### config.mk
export PLATFORM = sky130hd
export DESIGN_NAME = fetch_unit
export DESIGN_NICKNAME = d
export VERILOG_FILES = /design/src/rtl/riscv_pkg.sv /design/src/rtl/fetch_queue.sv /design/src/rtl/fetch_unit.sv
export SDC_FILE = /design/constraint.sdc
export NUM_CORES = 1
export LEC_CHECK = 0
export BUFFER_PORTS_ARGS = -buffer_cell sky130_fd_sc_hd__buf_2
export CAP_MARGIN = 20
export CELL_PAD_IN_SITES_DETAIL_PLACEMENT = 1
export CELL_PAD_IN_SITES_GLOBAL_PLACEMENT = 1
export CORE_MARGIN = 5
export CORE_UTILIZATION = 47
export CTS_BUF_LIST = sky130_fd_sc_hd__clkbuf_4 sky130_fd_sc_hd__clkbuf_8
export CTS_CLUSTER_SIZE = 20
export DETAILED_ROUTE_END_ITERATION = 10
export GPL_TIMING_DRIVEN = 0
export PLACE_DENSITY_LB_ADDON = 0.12
export SYNTH_ARGS = -nofsm -noshare
export SYNTH_HDL_FRONTEND = slang
export SYNTH_SLANG_ARGS = --single-unit
### constraint.sdc
create_clock -name clk -period 4.45 [get_ports clk]
set_input_delay 0.445 -clock clk [delete_from_list [all_inputs] [get_ports clk]]
set_output_delay 0.445 -clock clk [all_outputs]
set_load 0.005 [all_outputs]
### src/rtl/riscv_pkg.sv
// rtl/riscv_pkg.sv - shared fetch-stage types and constants
package riscv_pkg;

   localparam int          RV_XLEN   = 32;
   localparam logic [31:0] NOP_INSTR = 32'h0000_0013;   // addi x0, x0, 0

   typedef struct packed {
      logic [RV_XLEN-1:0] pc;
      logic [31:0]        instr;
      logic               filled;
   } fetch_entry_t;

endpackage

### src/rtl/fetch_queue.sv
// rtl/fetch_queue.sv - in-order fetch buffer: slots are allocated at request, filled at response, popped at consume
module fetch_queue
   import riscv_pkg::*;
#(
   parameter int DEPTH = 2,
   parameter int CW    = $clog2(DEPTH + 1)
) (
   input  logic               clk,
   input  logic               rst,
   input  logic               flush_i,
   input  logic               alloc_i,
   input  logic [RV_XLEN-1:0] alloc_pc_i,
   input  logic               fill_i,
   input  logic [31:0]        fill_instr_i,
   input  logic               pop_i,
   output logic               head_valid_o,
   output logic [RV_XLEN-1:0] head_pc_o,
   output logic [31:0]        head_instr_o,
   output logic [CW-1:0]      count_o,
   output logic [CW-1:0]      unfilled_o
);

   localparam int AW = (DEPTH > 1) ? $clog2(DEPTH) : 1;

   fetch_entry_t  slots_q [DEPTH];
   logic [AW-1:0] alloc_ptr_q;
   logic [AW-1:0] fill_ptr_q;
   logic [AW-1:0] pop_ptr_q;
   logic [CW-1:0] count_q;
   logic [CW-1:0] unfilled_q;

   // Pointers wrap naturally because DEPTH is a power of two.
   always_ff @(posedge clk or negedge rst) begin
      if (!rst) begin
         for (int i = 0; i < DEPTH; i++) begin
            slots_q[i] <= '{pc: '0, instr: NOP_INSTR, filled: 1'b0};
         end
         alloc_ptr_q <= '0;
         fill_ptr_q  <= '0;
         pop_ptr_q   <= '0;
         count_q     <= '0;
         unfilled_q  <= '0;
      end else if (flush_i) begin
         alloc_ptr_q <= '0;
         fill_ptr_q  <= '0;
         pop_ptr_q   <= '0;
         count_q     <= '0;
         unfilled_q  <= '0;
      end else begin
         if (alloc_i) begin
            slots_q[alloc_ptr_q] <= '{pc: alloc_pc_i, instr: NOP_INSTR, filled: 1'b0};
            alloc_ptr_q          <= alloc_ptr_q + 1'b1;
         end
         if (fill_i) begin
            slots_q[fill_ptr_q].instr  <= fill_instr_i;
            slots_q[fill_ptr_q].filled <= 1'b1;
            fill_ptr_q                 <= fill_ptr_q + 1'b1;
         end
         if (pop_i) begin
            pop_ptr_q <= pop_ptr_q + 1'b1;
         end
         count_q    <= count_q + CW'(alloc_i) - CW'(pop_i);
         unfilled_q <= unfilled_q + CW'(alloc_i) - CW'(fill_i);
      end
   end

   assign head_valid_o = (count_q != '0) && slots_q[pop_ptr_q].filled;
   assign head_pc_o    = slots_q[pop_ptr_q].pc;
   assign head_instr_o = slots_q[pop_ptr_q].instr;
   assign count_o      = count_q;
   assign unfilled_o   = unfilled_q;

endmodule

### src/rtl/fetch_unit.sv
// rtl/fetch_unit.sv - RISC-V instruction fetch: PC, imem handshake, redirect flush
// Define FETCH_STATS_EN to add the stat_fetched / stat_bubble counters.
module fetch_unit
   import riscv_pkg::*;
#(
   parameter int              XLEN     = RV_XLEN,
   parameter logic [XLEN-1:0] RESET_PC = '0,
   parameter int              DEPTH    = 2
) (
   input  logic            clk,
   input  logic            rst,
   input  logic            stall,
   input  logic            redirect_valid,
   input  logic [XLEN-1:0] redirect_pc,
   output logic            imem_req_valid,
   input  logic            imem_req_ready,
   output logic [XLEN-1:0] imem_req_addr,
   input  logic            imem_rsp_valid,
   input  logic [31:0]     imem_rsp_data,
   output logic            if_valid,
   output logic [XLEN-1:0] if_pc,
   output logic [31:0]     if_instr
`ifdef FETCH_STATS_EN
   ,
   output logic [31:0]     stat_fetched,
   output logic [31:0]     stat_bubble
`endif
);

   localparam int CW = $clog2(DEPTH + 1);

   logic [XLEN-1:0] fetch_pc_q, fetch_pc_d;
   logic [CW-1:0]   drop_q, drop_d;
   logic [CW-1:0]   q_count, q_unfilled;
   logic            head_valid;
   logic [XLEN-1:0] head_pc;
   logic [31:0]     head_instr;
   logic            consume, accept, rsp_fill;

   assign consume  = head_valid && !stall;
   assign accept   = imem_req_valid && imem_req_ready;
   assign rsp_fill = imem_rsp_valid && (drop_q == '0) && !redirect_valid;

   // Requests in flight that will be dropped still hold a credit until their response returns.
   assign imem_req_valid = rst && (((int'(q_count) + int'(drop_q)) < DEPTH) || consume);
   assign imem_req_addr  = fetch_pc_q;

   always_comb begin
      fetch_pc_d = fetch_pc_q;
      drop_d     = drop_q;
      if (redirect_valid) begin
         fetch_pc_d = redirect_pc & ~XLEN'(3);
         drop_d     = drop_q + q_unfilled + CW'(accept) - CW'(imem_rsp_valid);
      end else begin
         if (accept) begin
            fetch_pc_d = fetch_pc_q + XLEN'(4);
         end
         if (imem_rsp_valid && (drop_q != '0)) begin
            drop_d = drop_q - 1'b1;
         end
      end
   end

   always_ff @(posedge clk or negedge rst) begin
      if (!rst) begin
         fetch_pc_q <= RESET_PC;
         drop_q     <= '0;
      end else begin
         fetch_pc_q <= fetch_pc_d;
         drop_q     <= drop_d;
      end
   end

   fetch_queue #(
      .DEPTH (DEPTH),
      .CW    (CW)
   ) u_queue (
      .clk          (clk),
      .rst          (rst),
      .flush_i      (redirect_valid),
      .alloc_i      (accept && !redirect_valid),
      .alloc_pc_i   (fetch_pc_q),
      .fill_i       (rsp_fill),
      .fill_instr_i (imem_rsp_data),
      .pop_i        (consume && !redirect_valid),
      .head_valid_o (head_valid),
      .head_pc_o    (head_pc),
      .head_instr_o (head_instr),
      .count_o      (q_count),
      .unfilled_o   (q_unfilled)
   );

   assign if_valid = head_valid;
   assign if_pc    = head_valid ? head_pc : '0;
   assign if_instr = head_valid ? head_instr : NOP_INSTR;

`ifdef FETCH_STATS_EN
   logic [31:0] fetched_q, bubble_q;

   always_ff @(posedge clk or negedge rst) begin
      if (!rst) begin
         fetched_q <= '0;
         bubble_q  <= '0;
      end else if (!redirect_valid) begin
         if (consume) begin
            fetched_q <= fetched_q + 32'd1;
         end
         if (!head_valid && !stall) begin
            bubble_q <= bubble_q + 32'd1;
         end
      end
   end

   assign stat_fetched = fetched_q;
   assign stat_bubble  = bubble_q;
`endif

endmodule

==> results of run 1 <==
## registers in the layout, indices dropped and copies added (netlist names)
signal / flops
u_queue.slots_q: 126
drop_q: 2
u_queue.fill_ptr_q: 1
imem_req_addr: 30
u_queue.unfilled_o: 2
u_queue.alloc_ptr_q: 1
u_queue.pop_ptr_q: 1
u_queue.count_o: 2
## metal layers
metal | wire, um | vias to the layer above
li1 | - | 2947
met1 | 9890 | 3279
met2 | 11700 | 175
met3 | 1270 | 30
met4 | 371 | 0
met5 | 0 | -
## area by class of cell
| type | count | area (um2) |
|---|---|---|
| fill | 1900 | 7040 |
| buffer | 54 | 231 |
| inverter | 11 | 41.3 |
| multi-input combinational | 522 | 3600 |
| clock inverter | 9 | 174 |
| timing repair buffer | 163 | 853 |
| sequential | 165 | 4140 |
| clock buffer | 22 | 290 |
| tap | 220 | 275 |
## placed cells by master, fill, tap and decap left out, drive strengths merged, types with 6 or more instances in the layout
| master | instances |
|---|---|
| dfstp | 6 |
| a22o | 29 |
| mux2i | 65 |
| xnor2 | 32 |
| nor3 | 14 |
| nand4 | 6 |
| nand3 | 8 |
| clkbuf | 54 |
| mux2 | 61 |
| nand2 | 100 |
| buf | 184 |
| inv | 11 |
| dfrtp | 159 |
| nor4 | 12 |
| nor2 | 77 |
| o21ai | 58 |
| ha | 7 |
## cells in the mapped netlist, types with 8 or more instances
cell	instances
clkbuf_1	32
o21ai_0	51
mux2_2	59
nor2_1	77
nand2_1	100
a22o_1	29
nand3_1	8
nor4_1	10
dfrtp_1	159
inv_1	11
mux2i_1	65
buf_2	11
xnor2_1	32
nor3_1	14
## kinds of logic after synthesis
kind of cell	Yosys count	synth area share, %
AND/OR/NAND/NOR	248	14.5
flip-flops	165	51.7
multiplexers	126	16.7
AO/OA/AOI/OAI	99	8.04
buffers and inverters	65	3.41
XOR/XNOR	36	3.94
adder cells (fa/ha/maj)	9	1.60
other	1	0.0469
## power by group
part / switching [mW] / total (mW) / internal (mW)
logic: 0.725 / 1.40 / 0.677
registers: 0.344 / 2.39 / 2.04
clock network: 0.538 / 1.26 / 0.721
total: 1.61 / 5.05 / 3.44
## worst register-to-register path: stages, from the launching register on
cell and delay, ps:
dfrtp_1 420, and2_1 180, fa_1 440, o32a_1 290, buf_2 250, nor2_1 390, inv_1 90, ha_1 290
inv_1 50, fa_1 380, xnor2_1 190, xnor2_1 150, a21oi_1 90
## path summary, 6_finish.rpt
kind	start	to	slack (ps)	cells after the start
max	rst	drop_q[1]	590	12
max in group asynchronous	rst	imem_req_addr[31]	3030	3
min	redirect_pc[5]	imem_req_addr[5]	190	3
max reg2reg	drop_q[0]	drop_q[1]	1100	12
min reg2reg	u_queue.slots_q[120]	u_queue.slots_q[120]	490	1
min in group asynchronous	rst	u_queue.slots_q[14]	540	2
## through the flow
| stage | power, mW | hold WS, ps | setup TNS [ps] |
|---|---|---|---|
| final | 5.05 | 188 | 0 |
| after global routing | 5.36 | 165 | 0 |
| after CTS | 5.09 | 160 | 0 |
| after detailed placement | 3.82 | 443 | 0 |
| after global placement | 3.68 | 467 | -221180 |
| after floorplan | 3.29 | 149 | 0 |
==> impl_results.md, run 1 <==
- Top-area cell type share of the netlist area: 49.7%
- Final net count: 1013
- Post-CTS Resized: 0
- Type of origin of the critical path: primary input
- Met3 usage in global routing: 4.53%
- Worst-margin pin slew: 865 ps
- Worst-path cell chain: dlygate4sd3_1 -> buf_8 -> buf_16 -> nand2_1 -> nor2_1 -> inv_1 -> ha_1 -> inv_1 -> fa_1 -> xnor2_1 -> xnor2_1 -> a21oi_1
- GR Util met1: 30.2%
- Met2 GRT Util: 41.1%
- Final non-filler cell total: 1166
- Chip Height: 140 um
- Clock sinks: 165
- Antenna-violating nets left: 0
- Worst-path clk slew: 80 ps
- Final instance area: 9600 um2
- Pin count of the biggest net entering global routing: 100
- Starting DRC count in detailed routing: 299
- Worst Path Max Fanout: 99
- Pins Over Slew Limit: 0
- Hold-fix buffers, CTS: 1
- Dpl ws: 709 ps
- PortBufs: 161
- RSZ-0062 raised after global routing: false
- GPL Wtd Cong: 0.855
- Gr busiest metal: met2
- DIE AREA: 19700 um2
- Clk_lat worst skew: 470 ps
- Synth Warn #: 0
- Critical path's slowest cell: dlygate4sd3_1
- Post-synth EDFFs: 0
- Number of setup buffers added after CTS: 0
- Final Cycle Share: 86.8%
- Layout area overhead: 20.1%
- Share of flip-flops with an asynchronous set or reset: 100%
- F_max: 259 MHz
- Core area: 16600 um2
- Skew final: 12.8 ps
- Count of cell types in the netlist: 45
- Global-route wire length before repair: 37400 um
- Final WS setup: 589 ps
- Final wirelength: 23200 um
- Die width: 140 um
- Worst path bufs/invs: 5
- Largest stage delay on the critical path: 560 ps
- Hold Crit Class: primary input to flip-flop
- CP top delay family: buffers and inverters
- CTS tree: built
- Seq/Total Area, Yosys: 51.7%
- Critical path class: primary input to flip-flop
- Fin util: 57.7%
- Headroom to the max-slew limit: 42.4%
- Max Cap Viol: 0
- Final period demand of the worst path: 3860 ps
- Power Density: 526 nW/um2
- Post-synth top area cell: dfrtp_1
- Initial Util: 48.1%
- Ys flop type: dfrtp_1
- #FFs+latches synth: 165
- Peak supply drop: 0.220 mV
- Ant diodes: 0
- Status: completed
- Gr ovfl total: 0
- Total CTS buffers: 17
- Vias per cell: 5.52
- Vias in the first global route: 7098
- H-Tree Depth: 4
- Post-Syn Instances: 749
- Crit path DAT: 4180 ps
- Clock buffer depth: 2
- IO Pins: 168
- CP Capture Type: flip-flop
- Vias: 6431
- WL/cell: 19.9 um
- Placed Area: 9130 um2
- Hold Violations, Final: 0
- Residual DRC: 0
- Mapped Avg Cell Area: 10.7 um2
- Dpl hpwl: 16800 um
- CTS root buf: clkbuf_8
- Leakage power: 4.39 nW
- Worst Path Required: 4770 ps
- Layout cells sized above 1: 29.7%
- Total GRT Usage: 23.8%
- Initial antenna violation count: 0
- Synth top area cells: dfrtp_1, mux2_2, mux2i_1
- Post-Syn Area: 8000 um2
- Placed Cells: 1134
- Rows: 47
- DR pass1 iterations: 4
- Final setup viols: 0
Note: power is estimated with default switching activity, not from simulation.
==> run 2: changes to the inputs <==
--- a/config.mk
+++ b/config.mk
@@ -5,12 +5,13 @@
 export SDC_FILE = /design/constraint.sdc
 export NUM_CORES = 1
 export LEC_CHECK = 0
+export ABC_AREA = 1
 export BUFFER_PORTS_ARGS = -buffer_cell sky130_fd_sc_hd__buf_2
 export CAP_MARGIN = 20
 export CELL_PAD_IN_SITES_DETAIL_PLACEMENT = 1
 export CELL_PAD_IN_SITES_GLOBAL_PLACEMENT = 1
 export CORE_MARGIN = 5
-export CORE_UTILIZATION = 47
+export CORE_UTILIZATION = 45
 export CTS_BUF_LIST = sky130_fd_sc_hd__clkbuf_4 sky130_fd_sc_hd__clkbuf_8
 export CTS_CLUSTER_SIZE = 20
 export DETAILED_ROUTE_END_ITERATION = 10
==> impl_results.md, run 2 <==
- Status: completed
- Pin count of the biggest net entering global routing: 103 (+3.0%)
- Synth top area cells: dfrtp_1, nand2_1, nor2_1
- Crit path DAT: 3450 ps (-730 ps)
- Mapped Avg Cell Area: 7.48 um2 (-30%)
- Post-synth EDFFs: 0 (unchanged)
- Footprint of the multi-input gates: 4240 um2 (+18%)
- Clock power frac: 21.4% (-3.5 points)
- Final WS setup: 1350 ps (+760 ps)
- WHS: 170 ps (-17.8 ps)
- Final wirelength: 31800 um (+37%)
- Total power: 5.43 mW (+7.6%)
- Headroom to the max-slew limit: 55.1% (+13 points)
- CP top delay family: adder cells
- Ys flop type: dfrtp_1
- Reg2reg start: drop_q[0]
- Antenna-violating nets left: 0 (unchanged)
- DR pass1 iterations: 5 (+1)
- CP Capture Type: flip-flop
- Total GRT Usage: 27.2% (+3.4 points)
- Worst path bufs/invs: 2 (-3)
- Rows: 52 (+11%)
- Post-Syn Area: 9090 um2 (+14%)
- Final Cycle Share: 69.7% (-17 points)
- Post-synth top area cell: dfrtp_1
- CTS tree: built
- Top-area cell type share of the netlist area: 43.8% (-6.0 points)
- Critical path class: flip-flop to flip-flop
- Vias in the first global route: 9416 (+33%)
- Dpl hpwl: 23500 um (+40%)
- Chip Height: 152 um (+8.3%)
- Worst-path clk slew: 100 ps (+20 ps)
- GPL Wtd Cong: 0.878 (+2.7%)
- Final period demand of the worst path: 3100 ps (-760 ps)
- Net Sw Frac: 37.7% (+5.9 points)
- Leading cell type in the layout, fill and taps excluded: nand2_1
- Share of power burned in registers: 45.6% (-1.7 points)
- Hold Violations, Final: 0 (unchanged)
- Worst-margin pin slew: 674 ps (-191 ps)
- WL/cell: 18.9 um (-4.9%)
- Max FFs per register: 126 (unchanged)
- PortBufs: 160 (-0.62%)
- Biggest register: u_queue.slots_q
- CTS root buf: clkbuf_8
- Hold_sp: redirect_pc[24]
- Vias per cell: 5.38 (-2.5%)
- F_max: 322 MHz (+25%)
- Post-Syn Instances: 1215 (+62%)
- Skew final: 20.1 ps (+7.32 ps)
- Comb power frac: 33.0% (+5.2 points)
- Layout area overhead: 17.6%
- Post-CTS Resized: 0 (unchanged)
- Gr ovfl total: 0 (unchanged)
- Clock sinks: 165 (unchanged)
- H-Tree Depth: 4 (unchanged)
- Most frequent cells in the layout: nand2_1, buf_2, nor2_1
- Clk_lat worst skew: 490 ps (+20 ps)
- Switching power: 2.05 mW (+28%)
- #FFs+latches synth: 165 (unchanged)
- Worst-path cell chain: nand2_1 -> inv_1 -> fa_1 -> or2_2 -> a21boi_4 -> nand2_2 -> ha_1 -> inv_1 -> fa_1 -> xor2_1 -> xnor2_1 -> o21ai_0 -> o21ai_0
- Leakage power: 5.46 nW (+24%)
- Residual DRC: 0 (unchanged)
- Power Density: 508 nW/um2 (-3.4%)
- Share of flip-flops with an asynchronous set or reset: 100% (unchanged)
- Layout cells sized above 1: 17.5% (-12 points)
- Final instance area: 10700 um2 (+11%)
- WP depth: 13 (+1)
- Starting DRC count in detailed routing: 558 (+87%)
- Worst Path Max Fanout: 4 (-96%)
- Flip-flop and latch area: 4140 um2 (unchanged)
- Seq/Total Area, Yosys: 45.5% (-6.2 points)
- Type of origin of the critical path: flip-flop
- RSZ-0062 raised after global routing: false
- Fin util: 53.3% (-4.4 points)
- Largest stage delay on the critical path: 440 ps (-120 ps)
- Final net count: 1478 (+46%)
- Critical path's slowest cell: dfrtp_1
- Reg-to-Reg End: drop_q[1]
- WHS Path Cells: 3 (unchanged)
- Core area: 20000 um2 (+20%)
- IO Pins: 168 (unchanged)
- Count leader, synth: nand2_1
- Max Cap Viol: 0 (unchanged)
- Hold path endpoint: imem_req_addr[24]
- Worst Path Required: 4800 ps (+30 ps)
- Placed Area: 10300 um2 (+13%)
- Vias: 9046 (+41%)
- Initial antenna violation count: 2 (+2)
- Pins Over Slew Limit: 0 (unchanged)
- Commonest cells in the netlist: nand2_1, nor2_1, dfrtp_1
- DIE AREA: 23100 um2 (+17%)
- Die width: 152 um (+8.3%)
- Dpl ws: 1420 ps (+711 ps)
- Int Pwr: 3.38 mW (-1.8%)
- Clock buffer depth: 2 (unchanged)
- Register-to-Register Setup Slack: 1350 ps (+250 ps)
- Global-route wire length before repair: 50800 um (+36%)
- Total CTS buffers: 17 (unchanged)
- Hold Crit Class: primary input to flip-flop
- Initial Util: 45.3% (-2.7 points)
- Peak supply drop: 0.217 mV (-1.1%)
- Count of cell types in the netlist: 36 (-20%)
- Worst R2R Path Depth: 13 (+1)
- Final setup viols: 0 (unchanged)
- Synth Warn #: 0 (unchanged)
- Fillers: 2686 (+41%)
## run 2: changes by cell type after synthesis, moves of 29 or more
cell | before | now
nor2_1 | 77 | 176
o21bai_1 | 0 | 29
nand2_1 | 100 | 312
o21ai_1 | 7 | 56
a21oi_1 | 2 | 122
inv_1 | 11 | 88
o21ai_0 | 51 | 17
mux2i_1 | 65 | 0
nand3_1 | 8 | 74
mux2_2 | 59 | 0
## run 2: stage by stage
stage | instances | TNS (ps)
after detailed placement | 1649 | 0
after global placement | 1648 | -75750
after global routing | 1682 | 0
after floorplan | 1218 | 0
final | 1682 | 0
after CTS | 1680 | 0
## run 2: worst max path at each step
stage	from	to	slack [ps]
after floorplan	drop_q[0]	drop_q[1]	1660
after detailed placement	drop_q[0]	drop_q[1]	1420
after global routing	drop_q[0]	drop_q[1]	1220
final	drop_q[0]	drop_q[1]	1350
after CTS	drop_q[0]	drop_q[1]	1350
after global placement	rst	drop_q[1]	-910
## run 2: cells by family (layout without fill, tap and decap cells)
kind of cell | Yosys count | after routing | synth area share, %
buffers and inverters | 169 | 361 | 7.97
adders and majority gates | 9 | 9 | 1.40
other | 1 | 6 | 0.0413
DFF | 165 | 165 | 45.5
and+or+nand+nor | 590 | 590 | 26.4
xor gates and xnor gates | 22 | 22 | 2.12
AOI/OAI and AO/OA | 259 | 259 | 16.5
## run 2: worst min-delay path, delay by kind of cell
kind / cells / cell delay, ps
and+or+nand+nor: 2 / 110
buffers and inverters: 1 / 70
## run 2: power by group through the flow
stage	Clock [mW]	Sequential (mW)	Combinational [mW]
2_1_floorplan	0	2.39	1.25
3_3_place_gp	0	2.46	1.68
3_5_place_dp	0	2.49	1.78
4_1_cts	1.16	2.46	1.80
5_1_grt	1.23	2.54	2.04
6_report	1.16	2.48	1.79
## run 2: final cells by class
| cell class | count | share of cell area (%) |
|---|---|---|
| multi-input cells | 884 | 39.6 |
| plain buffers | 77 | 3.52 |
| inverters | 92 | 3.25 |
| well taps | 270 | 3.16 |
| flip-flops and latches | 165 | 38.7 |
| clock inverters | 10 | 1.23 |
| repair buffers | 162 | 7.94 |
| clock buffers | 20 | 2.52 |
| diodes | 2 | 0.0468 |
## run 2: what timing repair did
item | in CTS | in global routing
hold buffers | 1 | 0
buffers inserted | 0 | 0
hold endpoints to repair | 63 | 0
## run 2: layer usage
metal,up-vias,GRT usage (%),wire [um]
li1,4276,-,-
met3,47,4.47,1680
met5,-,0,0
met4,0,8.48,788
met1,4465,39.0,14900
met2,258,42.5,14500
==> run 3: changes to the inputs <==
--- a/config.mk
+++ b/config.mk
@@ -11,7 +11,7 @@
 export CELL_PAD_IN_SITES_DETAIL_PLACEMENT = 1
 export CELL_PAD_IN_SITES_GLOBAL_PLACEMENT = 1
 export CORE_MARGIN = 5
-export CORE_UTILIZATION = 45
+export CORE_UTILIZATION = 38
 export CTS_BUF_LIST = sky130_fd_sc_hd__clkbuf_4 sky130_fd_sc_hd__clkbuf_8
 export CTS_CLUSTER_SIZE = 20
 export DETAILED_ROUTE_END_ITERATION = 10
==> constraint.sdc (replaced) <==
create_clock -name clk -period 2.8 [get_ports clk]
set_input_delay 0.28 -clock clk [delete_from_list [all_inputs] [get_ports clk]]
set_output_delay 0.28 -clock clk [all_outputs]
set_load 0.005 [all_outputs]
==> impl_results.md, run 3 (synthesized netlist as in run 2, its figures left out) <==
- Status: completed
- Dpl hpwl: 23900 um (+1.8%)
- Global-route wire length before repair: 50700 um (-0.23%)
- Core area: 23500 um2 (+17%)
- GR Util met1: 34.6% (-4.4 points)
- Setup crit start: u_queue.count_o[0]
- PortBufs: 160 (unchanged)
- Hold Crit Class: primary input to flip-flop
- Gr busiest metal: met2
- Vias in the first global route: 9240 (-1.9%)
- Layout cells sized above 1: 17.9% (+0.36 points)
- Final net count: 1492 (+0.95%)
- Clk_lat worst skew: 480 ps (about the same)
- Most frequent cells in the layout: nand2_1, buf_2, nor2_1
- Clock buffer depth: 2 (unchanged)
- Final setup viols: 0 (unchanged)
- IO Pins: 168 (unchanged)
- Largest stage delay on the critical path: 420 ps (-20 ps)
- Max Cap Viol: 0 (unchanged)
- Worst Path Max Fanout: 2 (-2)
- Critical Path End: drop_q[1]
- Flip-flop and latch area: 4140 um2 (unchanged)
- Hold Violations, Final: 0 (unchanged)
- Worst-path clk slew: 110 ps (about the same)
- Residual DRC: 0 (unchanged)
- CTS root buf: clkbuf_8
- Total CTS buffers: 17 (unchanged)
- Worst Path Required: 3170 ps (-1630 ps)
- Total power: 8.78 mW (+62%)
- Worst-margin pin slew: 745 ps (+71.4 ps)
- Vias: 8995 (-0.56%)
- Power Density: 804 nW/um2 (+58%)
- Setup TNS Final: 0 ps (unchanged)
- Worst-path cell chain: nand2_1 -> inv_1 -> fa_1 -> or2_4 -> a21boi_4 -> nand2_2 -> ha_1 -> inv_1 -> fa_1 -> xor2_1 -> xnor2_1 -> o21ai_1 -> o21ai_1
- DR pass1 iterations: 5 (unchanged)
- Final period demand of the worst path: 2710 ps (-391 ps)
- WP depth: 13 (unchanged)
- Worst path bufs/invs: 2 (unchanged)
- Gr ovfl total: 0 (unchanged)
- Headroom to the max-slew limit: 50.3% (-4.8 points)
- CP Capture Type: flip-flop
- Leakage power: 5.54 nW (+1.4%)
- Crit path DAT: 3070 ps (-380 ps)
- Starting DRC count in detailed routing: 483 (-13%)
- Pin count of the biggest net entering global routing: 90 (-13%)
- Critical path's slowest cell: fa_1
- Critical path class: flip-flop to flip-flop
- CTS tree: built
- Fillers: 3023 (+13%)
- Vias per cell: 5.15 (-4.2%)
- Chip Height: 165 um (+8.2%)
- Final wirelength: 32300 um (+1.4%)
- F_max: 369 MHz (+14%)
- RSZ-0062 raised after global routing: true
- Rows: 56 (+7.7%)
- Initial antenna violation count: 1 (-1)
- Antenna-violating nets left: 0 (unchanged)
- Reg-to-Reg End: drop_q[1]
- Met2 GRT Util: 38.2% (-4.4 points)
- DIE AREA: 27100 um2 (+17%)
- Met3 usage in global routing: 4.07% (-0.40 points)
- Pins Over Slew Limit: 0 (unchanged)
- CP top delay family: adder cells
- Register-to-Register Setup Slack: 90 ps (-1260 ps)
- Worst R2R Path Depth: 13 (unchanged)
- Peak supply drop: 0.309 mV (+42%)
- H-Tree Depth: 4 (unchanged)
- Footprint of the multi-input gates: 4240 um2 (about the same)
- Max FFs per register: 126 (unchanged)
- Biggest register: u_queue.slots_q
- GPL Wtd Cong: 0.860 (-2.0%)
- Total GRT Usage: 24.1% (-3.1 points)
- Leading cell type in the layout, fill and taps excluded: nand2_1
- Layout area overhead: 20.2%
- Type of origin of the critical path: flip-flop
- Skew final: 17.4 ps (-2.70 ps)
- Clock sinks: 165 (unchanged)
- Reg2reg start: u_queue.count_o[0]
- Die width: 165 um (+8.2%)
- WL/cell: 18.5 um (-2.3%)
- Initial Util: 38.6% (-6.7 points)
- Final Cycle Share: 96.8% (+27 points)
[run 3: worst register-to-register path, stage by stage (launching register included)]
cell	delay (ps)
dfrtp_1	400
nand2_1	60
inv_1	40
fa_1	420
or2_4	280
a21boi_4	140
nand2_2	80
ha_1	280
inv_1	50
fa_1	370
xor2_1	160
xnor2_1	130
o21ai_1	120
o21ai_1	70
[run 3: area by class of cell]
class                           count  share of cell area (%)
Clock buffer                       18                    2.21
Antenna cell                        1                  0.0229
Timing Repair Buffer              176                    8.96
Inverter                           92                    3.18
Buffer                             77                    3.47
Multi-Input combinational cell    884                    38.8
Sequential cell                   165                    37.9
Clock inverter                     14                    1.82
Tap cell                          319                    3.65
[run 3: worst min path at each step]
stage / cells after the start / startpoint / to / slack, ps
final: 3 / redirect_pc[24] / imem_req_addr[24] / 20
after global routing: 3 / redirect_pc[28] / imem_req_addr[28] / 6
after CTS: 3 / redirect_pc[6] / imem_req_addr[6] / 0.6
after detailed placement: 1 / rst / u_queue.slots_q[51] / 320
after global placement: 2 / u_queue.slots_q[65] / u_queue.slots_q[65] / 460
after floorplan: 0 / rst / drop_q[0] / -20
[run 3: layer usage]
| layer | up-vias | wire length, um | share of wire, % |
|---|---|---|---|
| met5 | - | 0 | 0 |
| met1 | 4421 | 15600 | 48 |
| li1 | 4313 | - | - |
| met3 | 34 | 1590 | 4.9 |
| met4 | 0 | 448 | 1.4 |
| met2 | 227 | 14700 | 45 |
[run 3: per-stage QoR]
step	setup WS (ps)	cells	hold slack (ps)	utilization, %	cell area, um2
3_5_place_dp	-222	1698	322	43.9	10300
2_1_floorplan	8.01	1218	-15.6	-	9100
5_1_grt	-64.5	1746	5.77	46.4	10900
6_report	90.1	1746	20.1	46.4	10900
4_1_cts	6.61	1744	0.552	46.3	10900
3_3_place_gp	-2500	1697	457	43.7	10300
[run 3: what timing repair did]
| action | in CTS | in global routing |
|---|---|---|
| gates resized for setup | 2 | 4 |
| endpoints found under the hold margin | 86 | 0 |
| setup buffers | 3 | 1 |
| pin swaps | 1 | 0 |
| setup endpoints to repair | 5 | 5 |
| hold buffers | 11 | 0 |
[run 3: report_power, final]
group	internal (mW)	total [mW]	switching (mW)
clock network	0.994	1.99	0.998
logic	1.19	2.88	1.70
registers	3.30	3.91	0.613
